===== src/rtl/riscy_mem_pkg.sv =====
// riscy_mem_pkg: shared types and constants for the unified-memory port arbiter.
package riscy_mem_pkg;
   typedef enum logic [1:0] {
      IDLE  = 2'd0,
      RD_IF = 2'd1,
      RD_D  = 2'd2
   } rd_state_t;
   localparam logic REQ_IF = 1'b0;
   localparam logic REQ_D = 1'b1;
   localparam int MEM_RD_LAT = 1;
endpackage


===== src/rtl/mem_arb_starve_ctr.sv =====
// mem_arb_starve_ctr: saturating count of consecutive denied fetch cycles.
module mem_arb_starve_ctr #(
   parameter int LIMIT = 4
) (
   input  logic clock,
   input  logic reset,
   input  logic inc,
   input  logic clr,
   output logic at_limit
);
   localparam int W = $clog2(LIMIT + 1);
   logic [W-1:0] cnt;
   assign at_limit = cnt == W'(LIMIT);
   always_ff @(posedge clock) begin
      if (reset || clr) cnt <= '0;
      else if (inc && !at_limit) cnt <= cnt + 1'b1;
   end
endmodule


===== src/rtl/mem_port_arbiter.sv =====
// mem_port_arbiter: shares one pipelined single-port RAM between fetch and load/store.
// ARB_PERF_CNT_EN adds per-requester stall counters.
module mem_port_arbiter
   import riscy_mem_pkg::*;
#(
   parameter int ADDRESS_BITS = 16,
   parameter int DATA_WIDTH = 32,
   parameter int STARVE_LIMIT = 4
) (
   input  logic                    clock,
   input  logic                    reset,
   input  logic                    if_req,
   input  logic [ADDRESS_BITS-1:0] if_addr,
   output logic                    if_gnt,
   output logic                    if_rvalid,
   output logic [DATA_WIDTH-1:0]   if_rdata,
   input  logic                    d_req,
   input  logic                    d_we,
   input  logic [ADDRESS_BITS-1:0] d_addr,
   input  logic [DATA_WIDTH-1:0]   d_wdata,
   output logic                    d_gnt,
   output logic                    d_rvalid,
   output logic [DATA_WIDTH-1:0]   d_rdata,
   output logic                    mem_en,
   output logic                    mem_we,
   output logic [ADDRESS_BITS-1:0] mem_addr,
   output logic [DATA_WIDTH-1:0]   mem_wdata,
   input  logic [DATA_WIDTH-1:0]   mem_rdata
`ifdef ARB_PERF_CNT_EN
   ,
   output logic [31:0]             perf_if_stall,
   output logic [31:0]             perf_d_stall
`endif
);
   rd_state_t state;
   logic at_limit;
   logic sel;
   mem_arb_starve_ctr #(.LIMIT(STARVE_LIMIT)) u_starve (
      .clock(clock),
      .reset(reset),
      .inc(if_req && !if_gnt),
      .clr(if_gnt || !if_req),
      .at_limit(at_limit)
   );
   // Data wins unless fetch has waited STARVE_LIMIT cycles in a row.
   always_comb begin
      if_gnt = !reset && if_req && (at_limit || !d_req);
      d_gnt = !reset && d_req && !if_gnt;
      sel = if_gnt ? REQ_IF : REQ_D;
      mem_en = if_gnt || d_gnt;
      mem_we = d_gnt && d_we;
      mem_addr = !mem_en ? '0 : (sel == REQ_IF) ? if_addr : d_addr;
      mem_wdata = mem_we ? d_wdata : '0;
      if_rvalid = !reset && state == RD_IF;
      d_rvalid = !reset && state == RD_D;
      if_rdata = if_rvalid ? mem_rdata : '0;
      d_rdata = d_rvalid ? mem_rdata : '0;
   end
   always_ff @(posedge clock) begin
      if (reset) state <= IDLE;
      else state <= if_gnt ? RD_IF : (d_gnt && !d_we) ? RD_D : IDLE;
   end
`ifdef ARB_PERF_CNT_EN
   always_ff @(posedge clock) begin
      if (reset) begin
         perf_if_stall <= '0;
         perf_d_stall <= '0;
      end else begin
         if (if_req && !if_gnt) perf_if_stall <= perf_if_stall + 32'd1;
         if (d_req && !d_gnt) perf_d_stall <= perf_d_stall + 32'd1;
      end
   end
`endif
endmodule


===== config.mk =====
export PLATFORM = sky130hd
export DESIGN_NAME = mem_port_arbiter
export DESIGN_NICKNAME = d
export VERILOG_FILES = /design/src/rtl/riscy_mem_pkg.sv /design/src/rtl/mem_arb_starve_ctr.sv /design/src/rtl/mem_port_arbiter.sv
export SDC_FILE = /design/constraint.sdc
export NUM_CORES = 1
export LEC_CHECK = 0
export ABC_AREA = 1
export ABC_CLOCK_PERIOD_IN_PS = 1300
export CAP_MARGIN = 10
export CORE_MARGIN = 2
export CORE_UTILIZATION = 19
export CTS_BUF_LIST = sky130_fd_sc_hd__clkbuf_16
export CTS_CLUSTER_SIZE = 25
export DETAILED_ROUTE_END_ITERATION = 8
export GPL_TIMING_DRIVEN = 0
export PLACE_DENSITY = 0.77
export SLEW_MARGIN = 20
export SYNTH_ARGS = -nofsm -noshare
export SYNTH_HDL_FRONTEND = slang
export SYNTH_SLANG_ARGS = --single-unit

===== constraint.sdc =====
create_clock -name clock -period 1.3 [get_ports clock]
set_input_delay 0.195 -clock clock [delete_from_list [all_inputs] [get_ports clock]]
set_output_delay 0.195 -clock clock [all_outputs]
set_load 0.1 [all_outputs]

==> results of run 1 <==
[stage by stage]
step                      area [um2]  setup slack [ns]  TNS [ns]  instances  util [%]
after floorplan                 2248           -0.9433    -75.13        262         -
after global placement          4527            -2.053   -188.15        557     70.89
after detailed placement        4527            -2.129   -190.55        557     70.89
[synth_stat cells]
cell type / number
nand2_1: 4
nand2_4: 1
buf_2: 4
nor2_4: 1
buf_8: 2
nor3_1: 2
nand3_2: 1
nor2_2: 20
nand3_1: 2
nor2_1: 112
nand4_1: 1
buf_6: 5
o211ai_1: 1
o2111ai_1: 1
buf_4: 1
o21ai_0: 17
clkbuf_2: 1
a21oi_1: 1
nand2_2: 2
inv_1: 72
dfxtp_1: 5
ha_1: 2
inv_2: 4
[kinds of logic after synthesis]
logic type               count (synthesis)  synth area share, %
buffers and inverters                   89                31.88
adder cells (fa/ha/maj)                  2                1.974
AND/OR/NAND/NOR                        146                49.85
flip-flops                               5                7.898
AO/OA/AOI/OAI                           20                8.391
==> impl_results.md, run 1 <==
- Status: did not finish
- Halt Stage: clock tree synthesis
- Stop Error: [ERROR DPL-0033] detailed placement checks failed during check placement.
- Io pins: 219
- Post-synth top area share: 33.17%
- Post-Syn Instances: 262
- Hpwl dp: 6099 um
- Post-CTS sizing: 1106
- CTS Sinks: 5
- Hold buffers post-CTS: 0
- Synth Warn #: 0
- CTS buffer count: 3
- Root Driver: clkbuf_16
- Post-synth design cell area: 1267 um2
- Syn Area/Cell: 4.838 um2
- Syn nets: 365
- Initial Util: 19.85%
- Height of the die: 85.68 um
- H-tree depth: 1
- Chip width: 85.68 um
- Final Wtd Congestion: 0.7732
- Area contributors post-synth: nor2_1 33%, inv_1 21%, nor2_2 9.9%
- Cell accounting for the most synthesized area: nor2_1
- Post-synthesis cell type count: 23
- Register area share after synthesis: 7.897%
- Synth Register Bits: 5
- Site row count: 29
- Post-CTS Setup Inserts: 24
- Buffers on Ports: 218
- Longest Clk Path Bufs: 2
==> inputs of run 2 (changes only) <==
--- a/config.mk
+++ b/config.mk
@@ -6,15 +6,13 @@
 export NUM_CORES = 1
 export LEC_CHECK = 0
 export ABC_AREA = 1
-export ABC_CLOCK_PERIOD_IN_PS = 1300
+export ABC_CLOCK_PERIOD_IN_PS = 1690
 export CAP_MARGIN = 10
-export CORE_MARGIN = 2
-export CORE_UTILIZATION = 19
-export CTS_BUF_LIST = sky130_fd_sc_hd__clkbuf_16
-export CTS_CLUSTER_SIZE = 25
+export CORE_AREA = 2 2 84 86
 export DETAILED_ROUTE_END_ITERATION = 8
+export DIE_AREA = 0 0 86 88
 export GPL_TIMING_DRIVEN = 0
-export PLACE_DENSITY = 0.77
+export PLACE_DENSITY_LB_ADDON = 0.15
 export SLEW_MARGIN = 20
 export SYNTH_ARGS = -nofsm -noshare
 export SYNTH_HDL_FRONTEND = slang
==> constraint.sdc (replaced) <==
create_clock -name clock -period 1.69 [get_ports clock]
set_input_delay 0.2535 -clock clock [delete_from_list [all_inputs] [get_ports clock]]
set_output_delay 0.2535 -clock clock [all_outputs]
set_load 0.1 [all_outputs]
==> run 2 against run 1 <==
The flow now finishes, with violations (setup timing); synthesized cell count stayed put; synthesized area is the same.
==> impl_results.md, run 2 <==
- Crit-path leading delay family: simple AND/OR/NAND/NOR gates
- HP Class: input port to register
- Largest register FFs: 3
- Hpwl dp: 6163 um (+1.0%)
- Post-synthesis cell type count: 23 (unchanged)
- Nets: 611
- Met2 Usage GRT: 45.17%
- Fmax: 481.1 MHz
- Leakage: 0.002389 uW
- GRT overflow: 0
- N_diodes: 0
- Chip width: 86 um (+0.38%)
- CTS tree: yes
- Height of the die: 88 um (+2.7%)
- Switching share of total power: 52.89%
- MaxCap Viol Count: 0
- Top Usage Layer GRT: met2
- H-tree depth: 1 (unchanged)
- Slew at the pin with the worst max-slew slack: 0.5544 ns
- Largest net degree at the start of global routing: 11
- DRT antenna net count: 0
- Io pins: 219 (unchanged)
- Initial Util: 19.08% (-0.77 points)
- Vias in the first global route: 2652
- Worst vdd ir: 0.0002816 V
- Longest Clk Path Bufs: 2 (unchanged)
- Syn nets: 365 (unchanged)
- Syn Area/Cell: 4.838 um2 (unchanged)
- Top flop regs: u_starve.cnt (3), state (2)
- Worst Skew: 0.0004083 ns
- Worst Path Arrival: 1.83 ns
- Finished Layout Cells: 587
- Cell mode on critical path: nand2_4
- DR iter-0 viols: 39
- Via count: 2576
- Most common cell after layout, fill and taps aside: nor2_4
- Routed wire length: 8945 um
- Layout area overhead: 339.3%
- Largest stage delay, worst path: 0.32 ns
- Die ar.: 7568 um2
- CTS buffer count: 3 (unchanged)
- DR WL/cell: 15.24 um
- Pint: 900.3 uW
- Gr usage total: 22.64%
- Root Driver: clkbuf_8
- Post-synth design cell area: 1267 um2 (unchanged)
- Finish-stage setup viols: 51
- Initial antenna violation count: 0
- Clock power frac: 12.2%
- Critical Path, Cell by Cell: inv_2, ha_4, nand2_4, nand2_4, nand2_4, nand3_4, inv_12, nand2_8, buf_12, nor2_4, buf_12
- Post-place setup slack: -1.603 ns (+0.5258 ns)
- 1st-pass router iterations: 4
- Multi-input logic area: 1674 um2
- Slowest CP cell: dfxtp_2
- Final hold vios: 0
- Register area share after synthesis: 7.897% (unchanged)
- Fill count: 365
- Core footprint: 6644 um2
- Final worst slack: -0.3888 ns
- Post-Syn Instances: 262 (unchanged)
- Pwr Density: 343.2 nW/um2
- Violated checks: setup timing
- Skew-Pair Late Insertion Delay: 0.23 ns
- Net switching power: 1011 uW
- RSZ-0062 raised after global routing: yes
- CP Buf/Inv Count: 4
- Buffers on Ports: 218 (unchanged)
- Setup TNS: -15.86 ns
- Most common cell in the synthesized netlist: nor2_1
- Drt via density: 4.388
- Clock-pin transition on the worst setup and hold timing paths: 0.04 ns
- First-pass GRT wire length: 13570 um
- Synth Register Bits: 5 (unchanged)
- Final Wtd Congestion: 0.7505 (-2.9%)
- Crit path kind: register to output port
- Critical path peak fanout: 8
- CTS Sinks: 5 (unchanged)
- Crit end category: output port
- Storage cell area: 103.9 um2
- Layout cells sized above 1: 60.36%
- Flop pwr share: 6.6%
- Ys async rst share: 0% (unchanged)
- DRC viols: 0
- Final Critical Period: 2.079 ns
- Synth top cells by count: 112 x nor2_1, 72 x inv_1, 20 x nor2_2
- Most flops, register: u_starve.cnt
- Combinational share of power: 81.2%
- Synth Warn #: 0 (unchanged)
- Met1 GRT Util: 21.98%
- Most frequent cells in the layout: 102 x nor2_4, 97 x clkdlybuf4s50_1, 75 x buf_12, 66 x inv_1, 40 x buf_4
- Final period util: 123.0%
- Worst Path Required: 1.44 ns
- Met3 global-route usage: 8.011%
- Cell accounting for the most synthesized area: nor2_1
- Slew headroom: 63.41%
- Main synth FF type: dfxtp_1
- Slew Viols, Final: 0
- Status: finished, violations left
- Site row count: 30 (+3.4%)
- Final core occ: 83.80%
- Post-Place Cells: 560 (+0.54%)
- Post-synth EDFFs: 0 (unchanged)
- Area contributors post-synth: nor2_1 33%, inv_1 21%, nor2_2 9.9%
- Post-synth top area share: 33.17% (unchanged)
- CP startpoint kind: register
[run 2: kinds of logic after synthesis]
group,count (synthesis),share of synthesized area [%]
AND/OR/NAND/NOR,146,49.85
flip-flops,5,7.898
AO/OA/AOI/OAI,20,8.391
adder cells (fa/ha/maj),2,1.974
buffers and inverters,89,31.88
[run 2: worst register-to-register path, stage by stage, from the launching register on]
cell and delay (ns):
dfxtp_2 0.32, inv_2 0.05, ha_4 0.17, nand2_4 0.07
nand2_4 0.05, nand2_4 0.09, buf_4 0.19, clkbuf_16 0.17
nand2_1 0.06, nor3_1 0.14, nor2_1 0.05
[run 2: path summary, 6_finish.rpt]
path | startpoint | to | slack (ns) | depth (start not counted)
setup / recovery | u_starve.cnt[0] | mem_wdata[4] | -0.39 | 11
hold / removal | d_req | u_starve.cnt[1] | 0.43 | 3
setup reg to reg | u_starve.cnt[0] | u_starve.cnt[2] | 0.21 | 10
hold reg to reg | u_starve.cnt[2] | u_starve.cnt[2] | 0.56 | 3
[run 2: power by group through the flow]
stage	clock network (uW)	logic, uW	registers, uW
after floorplan	0	897	127
after global placement	0	1300	127
after detailed placement	0	1310	127
after CTS	230	1510	125
after global routing	243	1610	126
final	233	1550	126
[run 2: per-stage QoR]
step / hold slack [ns] / cell area, um2 / power, uW
floorplan: 0.3259 / 2210 / 1024
global placement: 0.4740 / 4492 / 1427
detailed placement: 0.4760 / 4492 / 1442
CTS: 0.5361 / 5248 / 1861
global route: 0.4540 / 5568 / 1979
finish: 0.4323 / 5568 / 1911
[run 2: cell type report]
| cell class | instances | area share, % |
|---|---|---|
| Timing Repair Buffer | 241 | 55.75 |
| Multi-Input combinational cell | 168 | 30.07 |
| Buffer | 12 | 4.000 |
| Clock buffer | 4 | 0.8090 |
| Inverter | 76 | 5.596 |
| Timing Repair inverter | 1 | 0.1124 |
| Sequential cell | 5 | 1.865 |
| Tap cell | 80 | 1.798 |
[run 2: repair_timing]
| action | CTS | global route |
|---|---|---|
| setup endpoints to repair | 118 | 117 |
| pin swaps | 8 | 5 |
| hold buffers | 0 | 0 |
| cloned | 6 | 0 |
| endpoints found under the hold margin | 0 | 0 |
| buffers inserted | 13 | 6 |
| resized for setup | 906 | 81 |
[run 2: routing by layer]
layer  wire, um  part of all wire (%)  vias up
met3        867                   9.7       17
met5          0                     0        -
met4        160                   1.8        0
li1           -                     -     1224
met2       5237                    59      136
met1       2680                    30     1199
(Power assumes the default switching activity.)
